$ cat src/rtl/seq_umin_select.sv
//==============================================================================
// Module  : seq_umin_select
// Brief   : Multi-cycle unsigned min(a,b) selector, CHUNK bits per cycle, LSB first.
// Revision: 1.0 - initial release
//==============================================================================
`default_nettype none

module seq_umin_select #(
    parameter int W     = 32,
    parameter int CHUNK = 8
) (
    input  logic         clk,
    input  logic         rst,
    input  logic         in_valid,
    output logic         in_ready,
    input  logic [W-1:0] in_a,
    input  logic [W-1:0] in_b,
    output logic         out_valid,
    input  logic         out_ready,
    output logic [W-1:0] out_min,
    output logic         out_a_lt_b
);

    localparam int NCH  = W / CHUNK;
    localparam int IDXW = (NCH > 1) ? $clog2(NCH) : 1;
    localparam logic [IDXW-1:0] IDX_LAST = IDXW'(NCH - 1);

    generate
        if ((CHUNK < 1) || ((W % CHUNK) != 0)) begin : g_bad_chunk
            $error("seq_umin_select: W must be a positive multiple of CHUNK");
        end
    endgenerate

    typedef enum logic [1:0] {
        ST_IDLE = 2'd0,
        ST_CMP  = 2'd1,
        ST_DONE = 2'd2
    } state_t;

    state_t r_state;
    state_t w_state_nxt;

    logic [W-1:0]     r_a;
    logic [W-1:0]     r_b;
    logic [W-1:0]     r_min;
    logic             r_lt;
    logic             r_out_lt;
    logic [IDXW-1:0]  r_idx;
    logic [CHUNK-1:0] w_ac;
    logic [CHUNK-1:0] w_bc;
    logic             w_lt_nxt;
    logic             w_last;
    logic             w_accept;

    assign w_ac     = r_a[int'(r_idx)*CHUNK +: CHUNK];
    assign w_bc     = r_b[int'(r_idx)*CHUNK +: CHUNK];
    // Higher chunks override; equality propagates the verdict of the lower chunks.
    assign w_lt_nxt = (w_ac < w_bc) | ((w_ac == w_bc) & r_lt);
    assign w_last   = (r_idx == IDX_LAST);
    assign w_accept = in_valid & in_ready;

    assign out_min    = r_min;
    assign out_a_lt_b = r_out_lt;

    always_ff @(posedge clk or posedge rst) begin
        if (rst) begin
            r_state <= ST_IDLE;
        end else begin
            r_state <= w_state_nxt;
        end
    end

    always_comb begin
        w_state_nxt = r_state;
        in_ready    = 1'b0;
        out_valid   = 1'b0;
        case (r_state)
            ST_IDLE: begin
                in_ready = 1'b1;
                if (in_valid) begin
                    w_state_nxt = ST_CMP;
                end
            end
            ST_CMP: begin
                if (w_last) begin
                    w_state_nxt = ST_DONE;
                end
            end
            ST_DONE: begin
                out_valid = 1'b1;
                if (out_ready) begin
                    w_state_nxt = ST_IDLE;
                end
            end
            default: begin
                w_state_nxt = ST_IDLE;
            end
        endcase
    end

    always_ff @(posedge clk or posedge rst) begin
        if (rst) begin
            r_a      <= '0;
            r_b      <= '0;
            r_min    <= '0;
            r_lt     <= 1'b0;
            r_out_lt <= 1'b0;
            r_idx    <= '0;
        end else begin
            if (w_accept) begin
                r_a   <= in_a;
                r_b   <= in_b;
                r_lt  <= 1'b0;
                r_idx <= '0;
            end else if (r_state == ST_CMP) begin
                r_lt <= w_lt_nxt;
                if (w_last) begin
                    r_min    <= w_lt_nxt ? r_a : r_b;
                    r_out_lt <= w_lt_nxt;
                end else begin
                    r_idx <= r_idx + IDXW'(1);
                end
            end
        end
    end

endmodule

`default_nettype wire
$ cat config.mk
export PLATFORM = sky130hd
export DESIGN_NAME = seq_umin_select
export DESIGN_NICKNAME = d
export VERILOG_FILES = /design/src/rtl/seq_umin_select.sv
export SDC_FILE = /design/constraint.sdc
export NUM_CORES = 1
export LEC_CHECK = 0
export BUFFER_PORTS_ARGS = -buffer_cell sky130_fd_sc_hd__buf_2
export CORE_MARGIN = 2
export CORE_UTILIZATION = 40
export CTS_CLUSTER_DIAMETER = 120
export CTS_CLUSTER_SIZE = 24
export DETAILED_ROUTE_END_ITERATION = 12
export PLACE_DENSITY = 0.73
export REMOVE_ABC_BUFFERS = 1
export SLEW_MARGIN = 5
export SYNTH_ARGS = -nofsm -noshare
export SYNTH_HDL_FRONTEND = slang
export SYNTH_SLANG_ARGS = --single-unit
$ cat constraint.sdc
create_clock -name clk -period 4.2 [get_ports clk]
set_input_delay 0.42 -clock clk [delete_from_list [all_inputs] [get_ports clk]]
set_output_delay 0.42 -clock clk [all_outputs]
set_load 0.02 [all_outputs]
* Yosys cells after proc, flatten, opt, wreduce, memory -nomap -nowiden
Index checks and enable logic that the tools add are counted.
** Operators by class
- Add/subtract/negate cells :: 1
- Magnitude comparators :: 1
- Eq/ne operators :: 8
- Shift operators :: 2
- Muxes and demuxes :: 12
- Bitwise logic cells :: 4
- Reductions and logical operators :: 5
** Operator list (number)
- $shiftx 32x6->8 :: 2
- $mux 32 :: 1
- $mux 2 :: 6
- $eq 8x8->1 :: 1
- $lt 8x8->1 :: 1
- $ne 2x2->1 const B :: 3
- $pmux 2 s3 :: 1
- $reduce_and 3->1 :: 2
- $eq 2x2->1 const B :: 2
- $mux 1 :: 4
- $add 2x1->2 const B :: 1
- $and 1x1->1 :: 2
- $eq 2x1->1 const B :: 1
- $logic_not 2->1 :: 1
- $ne 2x1->1 const B :: 1
- $reduce_and 2->1 :: 1
- $reduce_bool 2->1 :: 1
- $not 1->1 :: 1
- $or 1x1->1 :: 1
** Word-level totals
- Flip-flop bits (word level) :: 102
- Input bits :: 68
- Output and inout port bits :: 35
- Logic and storage cells :: 40

* Longest topological paths before layout
- Depth in word-level cells :: 6
- Depth in mapped cells :: 10

* Least setup slack after synthesis
OpenSTA, ideal clock, no wires.
- Path kind :: reg-to-reg
- Start :: reg r_idx[0]
- End :: reg r_min[0] (netlist: out_min[0])
- Setup time :: 123 ps
- Arrival :: 2824 ps
- Data required time :: 4077 ps
- Path slack :: 1253 ps
- Cell stages (with the launch flop) :: 11
- Cells stage by stage :: dfrtp_1 buf_2 buf_2 mux4_2 ha_1 nand2_1 o21bai_1 a21o_1 a211o_4 buf_6 o221a_1
** Between the ends
- Longest elaborated chain between the ends :: 5
- Elaborated cells on any way between the ends :: 9
** RTL lines
- start, declared :: line 48 : logic [IDXW-1:0] r_idx;
- start signal, assigned :: line 121 : r_idx <= r_idx + IDXW'(1);
- parallel branches: the longest is 5 deep, another holds $lt 8x8->1
- end signal, assigned :: line 118 : r_min <= w_lt_nxt ? r_a : r_b;
- end, declared :: line 45 : logic [W-1:0] r_min;
Parallel ways; which one is timed is not known.
A chain may end at the register's enable or synchronous reset.

* Worst setup path in the final report
- Start :: reg r_idx[0]
- End :: reg r_min[10] (netlist: out_min[10])
The elaborated chain is that of the path after synthesis.

==> results.yml <==
outcome:
  status: "complete, no violations"
logic_synthesis:
  muxShareOfSynthArea_pct: 22.32
  syn_avg_cell_area_um2: 12.61
  synthesis.instances: 388
  synth_top_family_by_area: "multiplexers"
  ys_types: 27
  yosys.area_share.simple_pct: 6.469
  synth_compound_area_share_pct: 13.12
  synth_xor_area_share_pct: 0
  synthAdderAreaFrac_pct: 2.301
  ys_ff_latch: 102
  yosysWarnings: 0
  yosysSeqAreaShare_pct: 52.16
  syn_area_mm2: 0.004893
clocking:
  holdBufCountCts: 0
  cts_made_buffers: 9
  cts.clk_slew.worst_paths_ns: 0.07
  clockBufferDepth: 2
  cts_resized: 0
  cts_sinks: 102
  cts_root_buf: "clkbuf_16"
  cts_setup_buffers: 0
  h-tree-depth: 3
  clock_latency_ns: 0.35
  cts_tree: "built"
die:
  initial_core_util_pct: 40.91
  die_x_um: 114.6
  core_area_mm2: 0.01196
  rows: 40
  die-area_mm2: 0.01313
  ios: 103
  die_y_um: 114.6
grt:
  grt.total_usage_pct: 17.86
  antenna_found_initial: 0
  grt_overflow: 0
  grt_start_max_net_pins: 63
  grt_pass1_wl_mm: 18.02
  grt_pass1_vias: 3480
sta:
  clock.fmax_ghz: 0.2917
  fin_hold_ws_ns: 0.1867
  layout_min_cycle_time_ns: 3.428
  slew_viol_final: 0
  setup_violations: 0
  setup_tns_ns: 0
  rsz0062_at_grt: "no"
  finClkSkew_ns: 0.007942
  max_slew_margin_pct: 49.54
  post-route-period-util_pct: 81.63
  tightestPinTransition_ns: 0.7569
  hold_violations: 0
routing:
  routedWlPerCell_um: 17.66
  ant_nets: 0
  vias: 3473
  drt-vias-per-instance: 5.487
  first_iter_violations: 163
  drc: 0
  dr.pass1.iters: 4
  wl_mm: 11.18
placement:
  dpl_cell_area_mm2: 0.005522
  gp_congestion: 0.7705
  port_buffers: 102
  dp_hpwl_mm: 7.991
critical_path:
  required_ns: 4.43
  crit_path_max_fanout: 20
  r2r_start: "r_idx[0]"
  crit_type: "register to register"
  worstSetupEndpointType: "register"
  rr_worst_depth: 9
  r2r_setup_slack_ns: 0.77
  startpoint_type: "register"
  cp.arrival_ns: 3.66
  r2r-end: "out_min[10]"
final_layout:
  antennaDiodeCount: 0
  regArea_mm2: 0.002552
  drive_above_1_share_pct: 43.21
  n_fill_cell: 1051
  mostFrequentLayoutCells: "102 x buf_2, 102 x dfrtp_1, 66 x nor2_1, 65 x mux2_2, 36 x a21oi_1"
  fin_area_mm2: 0.005847
  nets: 558
  area_growth_pct: 19.48
  multi_input_area_mm2: 0.002178
worst_hold_path:
  worstHoldPathType: "input pin to async pin"
power:
  finalPower_mw: 5.199
  power.density_mw_per_mm2: 889.3
  ir_worst_vdd_v: 0.0003393
  p_leak_nw: 2.568
run:
  cap_violations: 0
-- power breakdown --
group / switching, mW / internal, mW / total [mW]
registers: 0.510 / 1.50 / 2.01
clock network: 0.357 / 0.538 / 0.895
logic: 1.10 / 1.20 / 2.30
-- worst max path at each step --
stage | start | endpoint | slack (ns) | cells after the start
finish | r_idx[0] | out_min[10] | 0.77 | 9
global route | r_idx[0] | out_min[15] | 0.47 | 9
CTS | r_idx[0] | out_min[9] | 0.70 | 9
detailed placement | r_idx[0] | out_min[27] | 0.70 | 9
global placement | r_idx[0] | out_min[8] | 0.80 | 9
floorplan | r_idx[0] | out_min[0] | 0.28 | 5
-- synth_stat cells --
cell      count  share of area (%)
dfrtp_1     102                 52
nor2_1       67                5.1
mux2_2       65                 15
a21oi_1      36                3.7
o221a_1      32                7.4
mux4_2       16                7.4
clkbuf_1     14                1.1
inv_1        11               0.84
buf_2        10                1.0
ha_1          9                2.3
a22o_1        3               0.54
buf_6         3               0.69
a21o_1        2               0.31
nand2_1       2               0.15
nand2b_1      2               0.26
nand3_1       2               0.20
o21bai_1      2               0.31
a211o_4       1               0.36
a41o_1        1               0.20
and2_1        1               0.13
nand4_1       1               0.13
nor2b_1       1               0.13
nor3_2        1               0.20
o21a_1        1               0.15
o21ai_0       1               0.10
o21ai_1       1               0.10
or2_0         1               0.13
-- critical path, stage by stage, from the launching register on --
cell and delay (ns):
dfrtp_1 0.74, buf_4 0.32, mux4_2 0.52, ha_1 0.32, nand2_1 0.13, o21bai_1 0.12, a21o_1 0.16, nand3_1 0.37
buf_4 0.37, o221a_1 0.25
-- layer usage --
| metal | up-vias | GRT usage, % | wire [um] |
|---|---|---|---|
| li1 | 1616 | - | - |
| met1 | 1742 | 23.01 | 4836 |
| met2 | 102 | 29.51 | 5575 |
| met3 | 13 | 4.447 | 622 |
| met4 | 0 | 6.098 | 141 |
| met5 | - | 0 | 0 |
-- metrics by stage --
stage	setup WS, ns	util, %	instances
5_1_grt	0.4651	48.88	633
4_1_cts	0.7032	48.88	633
2_1_floorplan	0.2803	-	361
3_3_place_gp	0.7985	46.16	617
6_report	0.7717	48.88	633
3_5_place_dp	0.7003	46.16	617
-- cell type report --
cell class                 instances  share of cell area [%]
clock buffer                      11                   4.152
tap                              147                   3.146
timing repair buffer             109                   9.630
clock inverter                     5                   1.412
inverter                          11                  0.7490
multi-input combinational        248                   37.26
sequential                       102                   43.66
-- cells by family after synthesis --
family / count (synthesis)
adders and majority gates: 9
muxes: 81
DFF: 102
AOI/OAI and AO/OA: 80
and+or+nand+nor: 78
buffers and inverters: 38
-- state kept, by name, summed over array words and instances, names as in the netlist --
| register | cells |
|---|---|
| out_min | 32 |
| r_a | 32 |
| r_b | 32 |
| r_idx | 2 |
| r_state | 2 |
| out_a_lt_b | 1 |
| r_lt | 1 |
Note: power is estimated with default switching activity, not from simulation.
